$ cat src/rtl/alu_arb_pkg.sv
// Shared definitions for the ALU arbiter: ALU op encodings, the legal-op check and FSM states.
package alu_arb_pkg;

   localparam logic [3:0] OP_ADD  = 4'b0000;
   localparam logic [3:0] OP_SUB  = 4'b1000;
   localparam logic [3:0] OP_SLL  = 4'b0001;
   localparam logic [3:0] OP_SLT  = 4'b0010;
   localparam logic [3:0] OP_SLTU = 4'b0011;
   localparam logic [3:0] OP_XOR  = 4'b0100;
   localparam logic [3:0] OP_SRL  = 4'b0101;
   localparam logic [3:0] OP_SRA  = 4'b1101;
   localparam logic [3:0] OP_OR   = 4'b0110;
   localparam logic [3:0] OP_AND  = 4'b0111;

   typedef enum logic [1:0] {
      S_IDLE = 2'd0,
      S_EXEC = 2'd1,
      S_RESP = 2'd2
   } arb_state_e;

   function automatic logic op_is_legal(input logic [3:0] op);
      logic legal;
      case (op)
         OP_ADD, OP_SUB, OP_SLL, OP_SLT, OP_SLTU,
         OP_XOR, OP_SRL, OP_SRA, OP_OR, OP_AND: legal = 1'b1;
         default:                               legal = 1'b0;
      endcase
      return legal;
   endfunction

endpackage

$ cat src/rtl/alu_arbiter_if.sv
// Bus bundle between requesters, the arbiter and the shared ALU.
interface alu_arbiter_if #(
   parameter int N_REQ = 4
);
   logic [N_REQ-1:0]    req_valid;
   logic [N_REQ-1:0]    req_ready;
   logic [4*N_REQ-1:0]  req_op;
   logic [32*N_REQ-1:0] req_rs1;
   logic [32*N_REQ-1:0] req_rs2;
   logic [N_REQ-1:0]    resp_valid;
   logic [N_REQ-1:0]    resp_ready;
   logic [31:0]         resp_data;
   logic                resp_err;
   logic [3:0]          alu_op;
   logic [31:0]         alu_rs1;
   logic [31:0]         alu_rs2;
   logic [31:0]         alu_rd;

   // Arbiter side
   modport slave (
      input  req_valid, req_op, req_rs1, req_rs2, resp_ready, alu_rd,
      output req_ready, resp_valid, resp_data, resp_err, alu_op, alu_rs1, alu_rs2
   );

   // Requester / ALU side
   modport master (
      output req_valid, req_op, req_rs1, req_rs2, resp_ready, alu_rd,
      input  req_ready, resp_valid, resp_data, resp_err, alu_op, alu_rs1, alu_rs2
   );
endinterface

$ cat src/rtl/rr_arbiter.sv
// Combinational round-robin pick: first set request at or after ptr_i, wrapping mod N_REQ.
module rr_arbiter #(
   parameter int N_REQ = 4,
   parameter int PTR_W = 2
) (
   input  logic [N_REQ-1:0] req_i,
   input  logic [PTR_W-1:0] ptr_i,
   output logic [N_REQ-1:0] grant_o,
   output logic [PTR_W-1:0] grant_idx_o,
   output logic             grant_valid_o
);

   logic [N_REQ-1:0] hit;
   logic [PTR_W-1:0] idx [N_REQ];

   // idx[k] is the requester examined at priority position k (0 = highest)
   for (genvar gi = 0; gi < N_REQ; gi++) begin : g_rot
      logic [PTR_W:0] sum;
      assign sum     = {1'b0, ptr_i} + (PTR_W+1)'(gi);
      assign idx[gi] = (sum >= (PTR_W+1)'(N_REQ)) ? PTR_W'(sum - (PTR_W+1)'(N_REQ))
                                                   : PTR_W'(sum);
      assign hit[gi] = req_i[idx[gi]];
   end

   always_comb begin
      logic found;
      found       = 1'b0;
      grant_idx_o = '0;
      for (int k = N_REQ - 1; k >= 0; k--) begin
         if (hit[k]) begin
            found       = 1'b1;
            grant_idx_o = idx[k];
         end
      end
      grant_valid_o = found;
      grant_o       = '0;
      if (found) begin
         grant_o[grant_idx_o] = 1'b1;
      end
   end

endmodule

$ cat src/rtl/alu_arbiter.sv
// Shares one registered ALU among N_REQ requesters, round-robin, one op in flight.
// Define ALU_ARB_PERF_EN to add saturating per-requester grant counters (perf_grant_cnt).
module alu_arbiter
   import alu_arb_pkg::*;
#(
   parameter int N_REQ = 4,
   parameter int PTR_W = 2
) (
   input  logic               clk,
   input  logic               reset_n,
   alu_arbiter_if.slave       bus
`ifdef ALU_ARB_PERF_EN
   ,
   output logic [16*N_REQ-1:0] perf_grant_cnt
`endif
);

   arb_state_e       state_q, state_d;
   logic [PTR_W-1:0] ptr_q, ptr_d;
   logic [PTR_W-1:0] owner_q;
   logic [3:0]       op_q;
   logic [31:0]      rs1_q, rs2_q;

   logic [N_REQ-1:0] grant;
   logic [PTR_W-1:0] grant_idx;
   logic             grant_valid;
   logic             accept;
   logic             op_legal;

   rr_arbiter #(
      .N_REQ (N_REQ),
      .PTR_W (PTR_W)
   ) u_rr (
      .req_i         (bus.req_valid),
      .ptr_i         (ptr_q),
      .grant_o       (grant),
      .grant_idx_o   (grant_idx),
      .grant_valid_o (grant_valid)
   );

   assign accept   = (state_q == S_IDLE) && grant_valid;
   assign op_legal = op_is_legal(op_q);

   always_ff @(posedge clk or negedge reset_n) begin
      if (!reset_n) begin
         state_q <= S_IDLE;
      end else begin
         state_q <= state_d;
      end
   end

   always_comb begin
      state_d = state_q;
      unique case (state_q)
         S_IDLE:  if (grant_valid) state_d = S_EXEC;
         S_EXEC:  state_d = S_RESP;
         S_RESP:  if (bus.resp_ready[owner_q]) state_d = S_IDLE;
         default: state_d = S_IDLE;
      endcase
   end

   always_comb begin
      ptr_d = ptr_q;
      if (accept) begin
         ptr_d = (grant_idx == PTR_W'(N_REQ - 1)) ? '0 : grant_idx + PTR_W'(1);
      end
   end

   // Issue registers feed the ALU directly, so alu_* only move on acceptance
   always_ff @(posedge clk or negedge reset_n) begin
      if (!reset_n) begin
         ptr_q   <= '0;
         owner_q <= '0;
         op_q    <= '0;
         rs1_q   <= '0;
         rs2_q   <= '0;
      end else begin
         ptr_q <= ptr_d;
         if (accept) begin
            owner_q <= grant_idx;
            op_q    <= bus.req_op[{grant_idx, 2'b00} +: 4];
            rs1_q   <= bus.req_rs1[{grant_idx, 5'b00000} +: 32];
            rs2_q   <= bus.req_rs2[{grant_idx, 5'b00000} +: 32];
         end
      end
   end

   assign bus.alu_op  = op_q;
   assign bus.alu_rs1 = rs1_q;
   assign bus.alu_rs2 = rs2_q;

   always_comb begin
      bus.req_ready  = '0;
      bus.resp_valid = '0;
      bus.resp_data  = '0;
      bus.resp_err   = 1'b0;
      unique case (state_q)
         S_IDLE: bus.req_ready = grant;
         S_RESP: begin
            bus.resp_valid[owner_q] = 1'b1;
            bus.resp_err            = ~op_legal;
            bus.resp_data           = op_legal ? bus.alu_rd : 32'h0;
         end
         default: ;
      endcase
   end

`ifdef ALU_ARB_PERF_EN
   for (genvar gi = 0; gi < N_REQ; gi++) begin : g_perf
      logic [15:0] cnt_q, cnt_d;

      always_comb begin
         cnt_d = cnt_q;
         if (accept && (grant_idx == PTR_W'(gi)) && (cnt_q != 16'hFFFF)) begin
            cnt_d = cnt_q + 16'd1;
         end
      end

      always_ff @(posedge clk or negedge reset_n) begin
         if (!reset_n) begin
            cnt_q <= '0;
         end else begin
            cnt_q <= cnt_d;
         end
      end

      assign perf_grant_cnt[16*gi +: 16] = cnt_q;
   end
`endif

endmodule

$ cat src/flat_wrapper.sv
// flat-port wrapper written by rule: the top's interface ports become plain ports
module alu_arbiter_flat import alu_arb_pkg::*;
#(
   parameter int N_REQ = 4,
   parameter int PTR_W = 2
)
  (clk, reset_n, bus_req_valid, bus_req_op, bus_req_rs1, bus_req_rs2, bus_resp_ready, bus_alu_rd, bus_req_ready, bus_resp_valid, bus_resp_data, bus_resp_err, bus_alu_op, bus_alu_rs1, bus_alu_rs2);
  alu_arbiter_if #(.N_REQ(N_REQ)) bus_i ();
  input  logic clk;
  input  logic reset_n;
  input wire logic [$bits(bus_i.req_valid)-1:0] bus_req_valid;
  input wire logic [$bits(bus_i.req_op)-1:0] bus_req_op;
  input wire logic [$bits(bus_i.req_rs1)-1:0] bus_req_rs1;
  input wire logic [$bits(bus_i.req_rs2)-1:0] bus_req_rs2;
  input wire logic [$bits(bus_i.resp_ready)-1:0] bus_resp_ready;
  input wire logic [$bits(bus_i.alu_rd)-1:0] bus_alu_rd;
  output wire logic [$bits(bus_i.req_ready)-1:0] bus_req_ready;
  output wire logic [$bits(bus_i.resp_valid)-1:0] bus_resp_valid;
  output wire logic [$bits(bus_i.resp_data)-1:0] bus_resp_data;
  output wire logic [$bits(bus_i.resp_err)-1:0] bus_resp_err;
  output wire logic [$bits(bus_i.alu_op)-1:0] bus_alu_op;
  output wire logic [$bits(bus_i.alu_rs1)-1:0] bus_alu_rs1;
  output wire logic [$bits(bus_i.alu_rs2)-1:0] bus_alu_rs2;
  assign bus_i.req_valid = bus_req_valid;
  assign bus_i.req_op = bus_req_op;
  assign bus_i.req_rs1 = bus_req_rs1;
  assign bus_i.req_rs2 = bus_req_rs2;
  assign bus_i.resp_ready = bus_resp_ready;
  assign bus_i.alu_rd = bus_alu_rd;
  assign bus_req_ready = bus_i.req_ready;
  assign bus_resp_valid = bus_i.resp_valid;
  assign bus_resp_data = bus_i.resp_data;
  assign bus_resp_err = bus_i.resp_err;
  assign bus_alu_op = bus_i.alu_op;
  assign bus_alu_rs1 = bus_i.alu_rs1;
  assign bus_alu_rs2 = bus_i.alu_rs2;
  alu_arbiter #(.N_REQ(N_REQ), .PTR_W(PTR_W)) u_core (.clk(clk), .reset_n(reset_n), .bus(bus_i));
endmodule
$ cat config.mk
export PLATFORM = sky130hd
export DESIGN_NAME = alu_arbiter_flat
export DESIGN_NICKNAME = d
export VERILOG_FILES = /design/src/rtl/alu_arb_pkg.sv /design/src/rtl/alu_arbiter_if.sv /design/src/rtl/rr_arbiter.sv /design/src/rtl/alu_arbiter.sv /design/src/flat_wrapper.sv
export SDC_FILE = /design/constraint.sdc
export NUM_CORES = 1
export LEC_CHECK = 0
export CORE_AREA = 2 2 165 167
export CTS_CLUSTER_SIZE = 24
export DETAILED_ROUTE_END_ITERATION = 10
export DIE_AREA = 0 0 167 169
export DONT_BUFFER_PORTS = 1
export GPL_TIMING_DRIVEN = 0
export PLACE_DENSITY = 0.41
export SLEW_MARGIN = 5
export SYNTH_ARGS = -nofsm -noshare
export SYNTH_HDL_FRONTEND = slang
export SYNTH_SLANG_ARGS = --single-unit
$ cat constraint.sdc
create_clock -name clk -period 5 [get_ports clk]
set_input_delay 0.5 -clock clk [delete_from_list [all_inputs] [get_ports clk]]
set_output_delay 0.5 -clock clk [all_outputs]
set_load 0.02 [all_outputs]
* Word level (Yosys, flattened, before mapping)
Memories as Yosys holds them, arrays and structs flattened. Index checks and enable logic that the tools add are counted.
Storage, ports and cells: flip-flop bits (word level) 74, memories 1, word-level logic and storage cells 77, bits of input ports 314, memory bits (read-only) 16
Memory list:
- (no name shown) | depth 16, width 1, read ports 1, clocked after memory_dff 0, write ports 0, line alu_arb_pkg.sv:23 | case (op)
Cells by class: muxes and demuxes 36, shift operators 3, bitwise operators 1, equal/unequal tests 5, reductions and logical operators 5, magnitude comparators 12, $add $sub $neg 8
Operators by type and width (count):
- 128-bit by 8-bit variable part select with 32-bit output | 2
- 32-bit 2-to-1 mux | 2
- 2-bit 2-to-1 mux | 11
- 2-bit by 3-bit less-than comparator with 1-bit output, second input constant | 6
- 16-bit by 5-bit variable part select with 4-bit output | 1
- 1-bit 2-to-1 mux | 12
- 4-bit 2-to-1 mux | 3
- 1-bit binary-select mux with 2-bit select | 5
- 3-bit greater-or-equal comparator, second input constant | 3
- 2-bit by 1-bit subtractor with 2-bit output, second input constant | 4
- 2-bit by 2-bit adder with 3-bit output, second input constant | 2
- 2-bit case mux with 3 select lines | 1
- 1-bit demux with 2-bit select | 2
- 2-bit == test, second input constant | 2
- 2-bit by 1-bit greater-or-equal comparator with 1-bit output, second input constant | 2
- 2-bit by 1-bit inequality test with 1-bit output, second input constant | 2
- 2-bit by 1-bit adder with 3-bit output, second input constant | 1
- 2-bit by 3-bit greater-or-equal comparator with 1-bit output, second input constant | 1
- 1-bit logical AND | 3
- 2-bit by 1-bit adder with 2-bit output, second input constant | 1
- 2-bit by 1-bit == test with 1-bit output, second input constant | 1
- 2-bit zero test | 1
- 2-bit AND reduction | 1
- 1-bit NOT | 1

* Longest topological paths before layout
Gate-level depths: netlist (run 1).
depth in word-level cells 15, gate-level depth with buffers 8

* By module
A second synthesis (run 1) with hierarchy kept.
Unflattened totals: cells, all modules 483, area total of the unflattened synthesis 4928.5 µm²
By module, submodules not included:
- alu_arbiter | cells an instance 450, area an instance 4717.0 µm², times used 1
- rr_arbiter | cells an instance 33, area an instance 211.5 µm², times used 1

* Least setup slack after synthesis (run 1)
OpenSTA, ideal clock, no wires.
path type input-to-output, from input port bus_req_valid[3], to output port bus_req_ready[0], path slack 2.752 ns, cell stages on the path 5, arrival 1.748 ns, cell sequence nor4_1 -> or3_4 -> clkbuf_1 -> buf_1 -> nor3_1
On the way: cells in the longest elaborated chain, start to end 12
RTL lines:
- from (decl) | line flat_wrapper.sv:11 | input wire logic [$bits(bus_i.req_valid)-1:0] bus_req_valid;
- 1-bit binary-select mux with 2-bit select | line rr_arbiter.sv:22 | assign hit[gi] = req_i[idx[gi]];
- 1-bit 2-to-1 mux (implied by the code) | line rr_arbiter.sv:22
- 2-bit 2-to-1 mux (4 in series) | line rr_arbiter.sv:30 | if (hit[k]) begin
- 2-bit by 3-bit less-than comparator with 1-bit output (implied by the code) or 2-bit by 1-bit greater-or-equal comparator with 1-bit output (tied branches) | line rr_arbiter.sv:38 | grant_o[grant_idx_o] = 1'b1;
- 1-bit logical AND (implied by the code) | line rr_arbiter.sv:38
- 1-bit 2-to-1 mux (implied by the code) | line rr_arbiter.sv:38
- 1-bit demux with 2-bit select | line rr_arbiter.sv:38
- 4-bit 2-to-1 mux (*) | line rr_arbiter.sv:37 | if (found) begin
- 4-bit 2-to-1 mux (*) | line alu_arbiter.sv:97 | unique case (state_q)
- to (decl) | line flat_wrapper.sv:17 | output wire logic [$bits(bus_i.req_ready)-1:0] bus_req_ready;
Mark *: on every way between the ends. The rest lies on a longest branch, timed or not. The select of a mux whose other input is x is not followed.

* Final worst setup path (run 1)
from register u_core.ptr_q[1], to output port bus_req_ready[2]
On the way: cells in the longest elaborated chain, start to end 15
RTL lines:
- from (decl) | line alu_arbiter.sv:19 | logic [PTR_W-1:0] ptr_q, ptr_d;
- from (signal assigned) | line alu_arbiter.sv:78 | ptr_q <= ptr_d;
- 2-bit by 2-bit adder with 3-bit output | line rr_arbiter.sv:19 | assign sum = {1'b0, ptr_i} + (PTR_W+1)'(gi);
- 3-bit greater-or-equal comparator or 2-bit by 1-bit subtractor with 2-bit output (tied branches) | line rr_arbiter.sv:20 | assign idx[gi] = (sum >= (PTR_W+1)'(N_REQ)) ? PTR_W'(sum - (PTR_W+1)'(N_REQ))
- 2-bit 2-to-1 mux | line rr_arbiter.sv:20
- 1-bit binary-select mux with 2-bit select | line rr_arbiter.sv:22
- 1-bit 2-to-1 mux (implied by the code) | line rr_arbiter.sv:22
- 2-bit 2-to-1 mux (4 in series) | line rr_arbiter.sv:30
- 2-bit by 3-bit less-than comparator with 1-bit output (implied by the code) or 2-bit by 1-bit greater-or-equal comparator with 1-bit output (tied branches) | line rr_arbiter.sv:38
- 1-bit logical AND (implied by the code) | line rr_arbiter.sv:38
- 1-bit 2-to-1 mux (implied by the code) | line rr_arbiter.sv:38
- 1-bit demux with 2-bit select | line rr_arbiter.sv:38
- 4-bit 2-to-1 mux (*) | line rr_arbiter.sv:37
- 4-bit 2-to-1 mux (*) | line alu_arbiter.sv:97
Marked as above.

==> flow_metrics.env, run 1 <==
export IMPL_yosys_warnings=0
export IMPL_cts_clk_slew_worst_paths_ns=0.07
export IMPL_total_power_mw=4.30
export IMPL_finClkSkew_ns=0.0141
export IMPL_core_area_sq_um=26500
export IMPL_p_leak_nw=2.53
export IMPL_place_ws_ns=1.72
export IMPL_cts_root_buffer="clkbuf_16"
export IMPL_crit_top_cell="buf_6"
export IMPL_viasPerCell=5.46
export IMPL_cts_tree="done"
export IMPL_drt_iter0_markers=352
export IMPL_fin_setup_tns_ns=0
export IMPL_netlist_instances=553
export IMPL_required_ns=4.50
export IMPL_relSlewSlack_pct=40.0
export IMPL_row_count=60
export IMPL_max_freq_ghz=0.289
export IMPL_maxSlewViolCount=0
export IMPL_ios=423
export IMPL_die_x_um=167
export IMPL_layout_nets=881
export IMPL_syn_num_nets=869
export IMPL_dieArea_sq_um=28200
export IMPL_critPathSlowestCell="nor3b_2"
export IMPL_grt_pass1_vias=5218
export IMPL_cts_sinks=74
export IMPL_syn_cell_area_sq_um=5440
export IMPL_antenna_left=0
export IMPL_cp_num_buf_inv=4
export IMPL_antenna_found_initial=3
export IMPL_firstDrtPassIters=5
export IMPL_die_height_um=169
export IMPL_setup_ws_ns=1.54
export IMPL_wl_mm=23.2
export IMPL_synth_area_leaders="dfrtp_1, mux2_4, a221o_1, a21oi_1, nand3_1"
export IMPL_drive_gt1_share_pct=19.9
export IMPL_finalHoldViolCount=0
export IMPL_port_buffers=0
export IMPL_start_util_pct=20.5
export IMPL_cts_buffers=9
export IMPL_grt_max_degree=75
export IMPL_cp_slowest_stage_delay_ns=0.74
export IMPL_status="completed"
export IMPL_hpwl_mm=18.2
export IMPL_crit_path_start_kind="flop"
export IMPL_grt_pass1_wl_mm=32.7
export IMPL_cts_resized=0
export IMPL_ys_types=38
export IMPL_final_cell_mix="dfrtp_1, a21oi_1, nand3_1, a221o_1, mux2_4"
export IMPL_syn_to_final_growth_pct=14.3
export IMPL_cts_max_level=3
export IMPL_synth_edf_count=0
export IMPL_fin_crit_ns=3.46
export IMPL_crit_arrival_ns=2.96
export IMPL_grt_usage_pct=15.5
export IMPL_drcViolationCount=0
export IMPL_syn_area_per_cell_sq_um=9.83
export IMPL_critPathMaxFanout=10
export IMPL_holdWs_ns=0.0404
export IMPL_clockBufferDepth=2
export IMPL_vdd_drop_max_mv=0.214
export IMPL_setup_viol=0
export IMPL_dominantRegCellSynth="dfrtp_1"
export IMPL_max_cap_violations=0
export IMPL_gp_congestion=0.845
export IMPL_synth_top_area_cell="dfrtp_1"
export IMPL_finalCoreUtilization_pct=23.5
export IMPL_clkLatencyLatePin_ns=0.35
export IMPL_holdCritPathClass="in -> async"
export IMPL_num_vias=4982
export IMPL_ys_ff_latch=74
export IMPL_critical_path_class="reg -> out"
export IMPL_rsz0062_at_grt="no"
export IMPL_wl_per_cell_um=25.4
export IMPL_path_cells="buf_6 -> nor3b_2 -> buf_2 -> nor2_8 -> inv_4 -> buf_6 -> ha_1 -> and2_1"
export IMPL_synth_top_area_share_pct=34.1
export IMPL_synth_seq_area_share_pct=34.1
export IMPL_finalCritPeriodShare_pct=69.2
export IMPL_power_density_nw_per_um2=691
export IMPL_worstSetupEndpointType="output port"
export IMPL_overflow=0
export IMPL_worstMarginPinSlew_ns=0.896
export IMPL_crit_family="simple AND/OR/NAND/NOR gates"
export IMPL_layout_commonest_cell="dfrtp_1"
export IMPL_synthArstFlopShare_pct=100
[layout make-up]
type / count / area (sq um)
antenna: 3 / 7.51
buffer: 62 / 307
clock buffer: 10 / 239
clock inverter: 5 / 78.8
fill: 2852 / 20300
inverter: 3 / 13.8
multi-input combinational: 414 / 3270
sequential: 74 / 1850
tap: 341 / 427
timing repair buffer: 1 / 27.5
[synthesized netlist by cell type, types with 2 or more instances]
cell / number
dfrtp_1: 74
nand2_1: 6
o22a_1: 2
nand2b_1: 2
a21oi_1: 71
ha_1: 2
nor2_1: 2
o21ai_1: 10
clkbuf_1: 39
and2_1: 34
buf_1: 4
buf_6: 8
a221o_1: 68
nor3b_1: 2
o21ai_0: 61
mux2_4: 67
buf_2: 11
nand3_1: 68
nor3_1: 3
[routing by layer]
layer	track usage [%]	wire, um
met5	0	0
met2	27.6	11800
met1	16.9	8530
met3	5.05	2040
met4	6.78	854
[flip-flops by register name, indices dropped and copies added, names as in the netlist]
| signal | count |
|---|---|
| u_core.bus.alu_rs1 | 32 |
| u_core.bus.alu_rs2 | 32 |
| u_core.bus.alu_op | 4 |
| u_core.owner_q | 2 |
| u_core.ptr_q | 2 |
| u_core.state_q | 2 |
[metrics by stage]
step,std cells,instance area (sq um)
after floorplan,553,5440
after global placement,894,5860
after detailed placement,894,5860
after CTS,910,6210
after global routing,913,6220
final,913,6220
[cell families (layout without fill, tap and decap cells)]
family                   Yosys count  after routing  share of synthesized area, %
XOR/XNOR                           1              1                         0.161
flip-flops                        74             74                          34.1
buffers and inverters             65             81                          5.89
adder cells (fa/ha/maj)            2              2                         0.460
AO/OA/AOI/OAI                    216            216                          26.9
multiplexers                      70             70                          19.5
other                              0              3                             0
AND/OR/NAND/NOR                  125            125                          13.0
[power by group]
| group | internal (mW) | switching, mW | leakage [nW] | total, mW |
|---|---|---|---|---|
| Combinational | 0.889 | 1.20 | 1.45 | 2.09 |
| Sequential | 0.897 | 0.593 | 0.915 | 1.49 |
| Clock | 0.448 | 0.275 | 0.158 | 0.723 |
| Total | 2.23 | 2.06 | 2.53 | 4.30 |
[timing repair]
| item | in CTS | in global routing |
|---|---|---|
| endpoints found under the hold margin | 74 | 0 |
| hold buffers | 1 | 0 |
| buffers inserted | 0 | 0 |
[final timing paths]
path / from / end / slack, ns / cells past startpoint
setup / recovery: u_core.ptr_q[1] / bus_req_ready[2] / 1.54 / 8
min in group clk: bus_req_rs1[20] / u_core.bus.alu_rs1[20] / 0.42 / 2
max in group asynchronous: reset_n / u_core.bus.alu_rs2[30] / 4.59 / 1
setup reg to reg: u_core.ptr_q[1] / u_core.bus.alu_rs2[28] / 2.02 / 8
hold reg to reg: u_core.state_q[0] / u_core.state_q[1] / 0.56 / 2
hold / removal: reset_n / u_core.bus.alu_op[2] / 0.04 / 1
(Power assumes the default switching activity.)
==> run 2, diff against run 1 <==
- PLACE_DENSITY: 0.41 -> 0.42
- clock period: 5 -> 3.16 ns (I/O delays scaled with it)
==> run 2 against run 1 <==
Against the previous run: clock skew down 0.0053 ns; clock power up 76%; combinational power up 57%; power up 61%; count of clock-buffer cells in the layout unchanged; via count down 3.0%; sequential share of layout area down 0.24 points; routed wire length about the same; sequential cell count unchanged; register-to-register slack worse by 1.5 ns; worst hold slack better by 0.20 ns; sequential power up 59%; critical endpoint unchanged; largest cell class unchanged; largest power group unchanged.
==> flow_metrics.env, run 2 (synthesized netlist as in run 1, its figures left out) <==
export IMPL_cts_sinks=74
export IMPL_core_area_sq_um=26500
export IMPL_setup_viol=0
export IMPL_switching_share_pct=48.0
export IMPL_worstSetupEndpointType="output port"
export IMPL_regArea_sq_um=1850
export IMPL_cts_max_level=3
export IMPL_final_cell_mix="dfrtp_1, a21oi_1, nand3_1, a221o_1, mux2_4"
export IMPL_finalCritPeriodShare_pct=94.8
export IMPL_vdd_drop_max_mv=0.304
export IMPL_clkLatencyLatePin_ns=0.35
export IMPL_viasPerCell=5.29
export IMPL_start_util_pct=20.5
export IMPL_p_comb_share_pct=47.5
export IMPL_grt_pass1_vias=4912
export IMPL_fin_setup_tns_ns=0
export IMPL_port_buffers=0
export IMPL_cts_root_buffer="clkbuf_16"
export IMPL_finalCoreUtilization_pct=23.6
export IMPL_drcViolationCount=0
export IMPL_required_ns=2.84
export IMPL_num_vias=4833
export IMPL_p_sw_mw=3.33
export IMPL_crit_top_cell="buf_6"
export IMPL_holdCritPathClass="in -> reg"
export IMPL_critPathSlowestCell="nor3b_4"
export IMPL_antenna_left=0
export IMPL_wl_per_cell_um=25.4
export IMPL_power_density_nw_per_um2=1110
export IMPL_cts_clk_slew_worst_paths_ns=0.07
export IMPL_wl_mm=23.2
export IMPL_p_leak_nw=2.54
export IMPL_row_count=60
export IMPL_max_cap_violations=0
export IMPL_firstDrtPassIters=4
export IMPL_multiInputGateArea_sq_um=3280
export IMPL_pwr_share_clk_pct=18.3
export IMPL_drive_gt1_share_pct=20.1
export IMPL_hpwl_mm=17.6
export IMPL_clockBufferDepth=2
export IMPL_internal_power_mw=3.60
export IMPL_crit_path_start_kind="flop"
export IMPL_rsz0062_at_grt="no"
export IMPL_critPathMaxFanout=10
export IMPL_grt_pass1_wl_mm=32.5
export IMPL_critical_path_class="reg -> out"
export IMPL_die_x_um=167
export IMPL_finalHoldViolCount=0
export IMPL_cp_slowest_stage_delay_ns=0.53
export IMPL_layout_nets=882
export IMPL_crit_arrival_ns=2.68
export IMPL_finClkSkew_ns=0.00880
export IMPL_ios=423
export IMPL_relSlewSlack_pct=44.5
export IMPL_fin_crit_ns=3.00
export IMPL_cp_num_buf_inv=4
export IMPL_drt_iter0_markers=259
export IMPL_gp_congestion=0.760
export IMPL_max_freq_ghz=0.334
export IMPL_crit_family="buffers and inverters"
export IMPL_dieArea_sq_um=28200
export IMPL_syn_to_final_growth_pct=15.3
export IMPL_worstMarginPinSlew_ns=0.833
export IMPL_status="completed"
export IMPL_grt_max_degree=75
export IMPL_maxSlewViolCount=0
export IMPL_grt_usage_pct=15.5
export IMPL_cts_buffers=9
export IMPL_die_height_um=169
export IMPL_fill_cells=2864
export IMPL_seq_power_share_pct=34.2
export IMPL_antenna_found_initial=1
export IMPL_overflow=0
export IMPL_layout_commonest_cell="dfrtp_1"
export IMPL_cts_tree="done"
export IMPL_path_cells="buf_6 -> nor3b_4 -> buf_4 -> nor2_8 -> inv_4 -> buf_6 -> ha_1 -> and2_1"
## run 2: cell types whose count changed in the layout (fill, tap and decap cells not counted), moves of 2 or more
cell      previous run  this run
clkinv_2             2         0
nor3_2               0         2
nor3_1               3         1
diode_2              3         1
## run 2: final timing paths
path                                        start                endpoint  slack [ns]  cells past startpoint
worst max-delay path              u_core.ptr_q[1]        bus_req_ready[2]        0.16                      8
worst min-delay path              bus_req_rs1[58]  u_core.bus.alu_rs1[26]        0.24                      2
worst max register to register    u_core.ptr_q[1]  u_core.bus.alu_rs2[29]        0.48                      8
worst min register to register  u_core.state_q[0]       u_core.state_q[1]        0.55                      2
max in group asynchronous                 reset_n  u_core.bus.alu_rs2[17]        2.29                      2
min in group asynchronous                 reset_n  u_core.bus.alu_rs1[12]        0.53                      2
## run 2: timing repair
action,CTS,global route
hold buffers,2,0
buffers inserted,0,0
endpoints found under the setup margin,3,0
resized for setup,4,0
endpoints found under the hold margin,74,0
## run 2: worst register-to-register path, cell delays in order, from the launching register on
cell     delay [ns]
dfrtp_1        0.37
buf_6          0.15
nor3b_4        0.54
buf_4          0.33
nor2_8         0.07
inv_4          0.19
buf_6          0.24
mux2_4         0.34
a221o_1        0.33
## run 2: area by class of cell
type,instances,area share (%)
plain buffers,62,4.93
clock buffers,10,3.65
multi-input cells,414,52.4
clock inverters,6,1.84
inverters,3,0.220
flip-flops and latches,74,29.5
repair buffers,2,0.599
diodes,1,0.0399
well taps,341,6.81
## run 2: through the flow
step                power, mW  instances  area [sq um]  hold slack, ns  setup slack, ns
detailed placement       5.71        894          5860          0.0228           0.0961
CTS                      7.06        912          6260           0.215           0.0685
finish                   6.93        913          6270           0.236            0.164
global route             7.38        913          6270           0.222           0.0329
global placement         5.72        894          5860          0.0226            0.166
floorplan                4.74        553          5440          0.0204             1.06
## run 2: per-layer routing
metal	track usage (%)	part of all wire, %
met3	3.67	6.9
met5	0	0
met4	4.12	1.7
met1	17.4	38
met2	29.3	54
## run 2: power groups by stage
stage	registers (mW)	clock network, mW	logic (mW)
2_1_floorplan	2.20	0	2.54
3_3_place_gp	2.41	0	3.30
3_5_place_dp	2.39	0	3.31
4_1_cts	2.39	1.32	3.36
5_1_grt	2.42	1.35	3.61
6_report	2.37	1.27	3.29
==> run 3, diff against run 2 <==
- CORE_AREA: 2 2 165 167 -> 2 2 167 169
- DIE_AREA: 0 0 167 169 -> 0 0 169 171
- PLACE_DENSITY: 0.42 -> 0.38
- SYNTH_HIERARCHICAL: not set -> 1
- clock period: 3.16 -> 3.1 ns (I/O delays scaled with it)
==> run 3 against run 2 <==
Against the previous run: largest power group unchanged; count of clock-buffer cells in the layout fell by 1; global-route usage down 2.1 points; worst hold slack worse by 0.034 ns.
==> flow_metrics.env, run 3 <==
export IMPL_p_leak_nw=2.61
export IMPL_ys_types=38
export IMPL_syn_area_per_cell_sq_um=10.2
export IMPL_synth_top_area_share_pct=37.6
export IMPL_final_cell_mix="mux2i_1, dfrtp_1, nand2_1, o221ai_1, and3_1"
export IMPL_dieArea_sq_um=28900
export IMPL_core_area_sq_um=27300
export IMPL_yosys_warnings=6
export IMPL_startpoint="u_core/ptr_q[1]"
export IMPL_wl_per_cell_um=24.0
export IMPL_required_ns=3.30
export IMPL_die_x_um=169
export IMPL_switching_share_pct=49.6
export IMPL_hpwl_mm=16.2
export IMPL_crit_path_start_kind="flop"
export IMPL_r2r_worst_path_cells=8
export IMPL_seq_power_share_pct=35.5
export IMPL_worstReg2RegStart="u_core/ptr_q[1]"
export IMPL_pwr_share_clk_pct=18.2
export IMPL_fin_setup_tns_ns=0
export IMPL_max_cap_violations=0
export IMPL_fin_crit_ns=2.86
export IMPL_netlist_instances=483
export IMPL_synth_common_cells="mux2i_1, dfrtp_1, nand2_1"
export IMPL_endpoint="u_core/bus.alu_rs1[1]"
export IMPL_p_sw_mw=3.38
export IMPL_start_util_pct=18.0
export IMPL_cts_root_buffer="clkbuf_16"
export IMPL_worstMarginPinSlew_ns=1.00
export IMPL_syn_num_nets=798
export IMPL_power_density_nw_per_um2=1190
export IMPL_cts_buffers=9
export IMPL_syn_to_final_growth_pct=16.7
export IMPL_synth_edf_count=0
export IMPL_dominantRegCellSynth="dfrtp_1"
export IMPL_synth_area_leaders="dfrtp_1, mux2i_1, o221ai_1, nand2_1, and3_1"
export IMPL_clockBufferDepth=2
export IMPL_antennaDiodeCount=0
export IMPL_synth_most_common_cell="mux2i_1"
export IMPL_holdCritPathClass="in -> reg"
export IMPL_grt_pass1_vias=4303
export IMPL_cts_max_level=3
export IMPL_synth_seq_area_share_pct=37.6
export IMPL_crit_arrival_ns=3.06
export IMPL_relSlewSlack_pct=33.3
export IMPL_max_freq_ghz=0.349
export IMPL_gp_congestion=0.805
export IMPL_finClkSkew_ns=0.0184
export IMPL_vdd_drop_max_mv=0.345
export IMPL_clkLatencyLatePin_ns=0.34
export IMPL_layout_nets=811
export IMPL_wl_mm=20.3
export IMPL_finalHoldViolCount=0
export IMPL_syn_cell_area_sq_um=4930
export IMPL_setup_viol=0
export IMPL_synthArstFlopShare_pct=100
export IMPL_cts_clk_slew_worst_paths_ns=0.07
export IMPL_worstSetupEndpointType="flop"
export IMPL_rsz0062_at_grt="no"
export IMPL_place_inst=829
export IMPL_finalCoreUtilization_pct=21.0
export IMPL_layoutNonFillerInstCount=846
export IMPL_fill_cells=2963
export IMPL_cts_sinks=74
export IMPL_port_buffers=0
export IMPL_grt_pass1_wl_mm=28.2
export IMPL_holdCritStartpoint="bus_req_rs2[13]"
export IMPL_drt_iter0_markers=243
export IMPL_ios=423
export IMPL_r2r_end="u_core/bus.alu_rs1[1]"
export IMPL_drive_gt1_share_pct=9.60
export IMPL_finalCritPeriodShare_pct=92.3
export IMPL_ys_ff_latch=74
export IMPL_status="completed"
export IMPL_antenna_left=0
export IMPL_critPathMaxFanout=10
export IMPL_maxSlewViolCount=0
export IMPL_critical_path_class="reg -> reg"
export IMPL_antenna_found_initial=1
export IMPL_viasPerCell=5.00
export IMPL_r2r_slack_ns=0.24
export IMPL_cts_tree="done"
export IMPL_firstDrtPassIters=5
export IMPL_overflow=0
export IMPL_internal_power_mw=3.44
export IMPL_layout_commonest_cell="mux2i_1"
export IMPL_num_vias=4227
export IMPL_holdWs_ns=0.202
export IMPL_grt_max_degree=75
export IMPL_drcViolationCount=0
export IMPL_row_count=61
export IMPL_synth_top_area_cell="dfrtp_1"
export IMPL_p_comb_share_pct=46.2
export IMPL_die_height_um=171
export IMPL_grt_usage_pct=13.4
-- run 3: repair_timing --
action,in CTS,in global routing
resized for setup,1,4
gates cloned,0,0
hold buffers,2,0
endpoints found under the setup margin,15,3
endpoints found under the hold margin,74,0
buffers inserted,0,0
-- run 3: cell families (layout without fill, tap and decap cells) --
family	after synthesis	in the layout	share of synthesized area (%)
mux	140	140	28.7
simple gates	127	127	12.2
compound gates	88	88	16.0
flops	74	74	37.6
buf+inv	52	69	5.05
fa+ha+maj	1	1	0.254
xor+xnor	1	1	0.178
-- run 3: metrics by stage --
step | total power [mW] | setup slack (ns) | cell area, sq um
after floorplan | 4.65 | 1.05 | 4930
after detailed placement | 5.64 | 0.0816 | 5360
after global placement | 5.56 | 0.148 | 5360
after global routing | 7.34 | 0.00267 | 5750
final | 6.83 | 0.238 | 5750
after CTS | 6.97 | 0.0758 | 5740
-- run 3: area by class of cell --
type / instances / area, sq um / area share [%]
Multi-Input combinational cell: 357 / 2830 / 49.2
Clock inverter: 6 / 113 / 1.96
Clock buffer: 9 / 225 / 3.92
Sequential cell: 74 / 1850 / 32.2
Timing Repair Buffer: 2 / 37.5 / 0.653
Inverter: 5 / 20.0 / 0.348
Tap cell: 346 / 433 / 7.53
Buffer: 47 / 241 / 4.20
-- run 3: routing by layer --
metal / GRT usage, % / share of wire [%]
met5: 0 / 0
met4: 3.38 / 1.3
met3: 3.03 / 6.7
met2: 23.9 / 51
met1: 16.4 / 41
-- run 3: power groups by stage --
stage          clock (mW)  combinational, mW  sequential (mW)
2_1_floorplan           0               2.39             2.27
3_3_place_gp            0               3.10             2.46
3_5_place_dp            0               3.19             2.45
4_1_cts              1.31               3.21             2.45
5_1_grt              1.34               3.50             2.50
6_report             1.24               3.16             2.43
-- run 3: worst min path at each step --
| stage | cells after the start | slack, ns | to |
|---|---|---|---|
| after global placement | 0 | 0.02 | u_core/bus.alu_rs2[11] |
| after detailed placement | 0 | 0.02 | u_core/bus.alu_rs2[10] |
| after floorplan | 0 | 0.01 | u_core/bus.alu_op[0] |
| after global routing | 2 | 0.20 | u_core/bus.alu_rs1[25] |
| final | 2 | 0.20 | u_core/bus.alu_rs2[13] |
| after CTS | 2 | 0.18 | u_core/bus.alu_rs2[14] |
-- run 3: worst max-delay path, stage by stage, from the launching register on --
cell	delay, ns
dfrtp_1	0.40
buf_6	0.15
a21oi_1	0.12
o21ai_1	0.07
o2bb2a_1	0.29
buf_2	0.30
clkdlybuf4s15_1	0.90
mux2i_1	0.33
o221ai_1	0.16
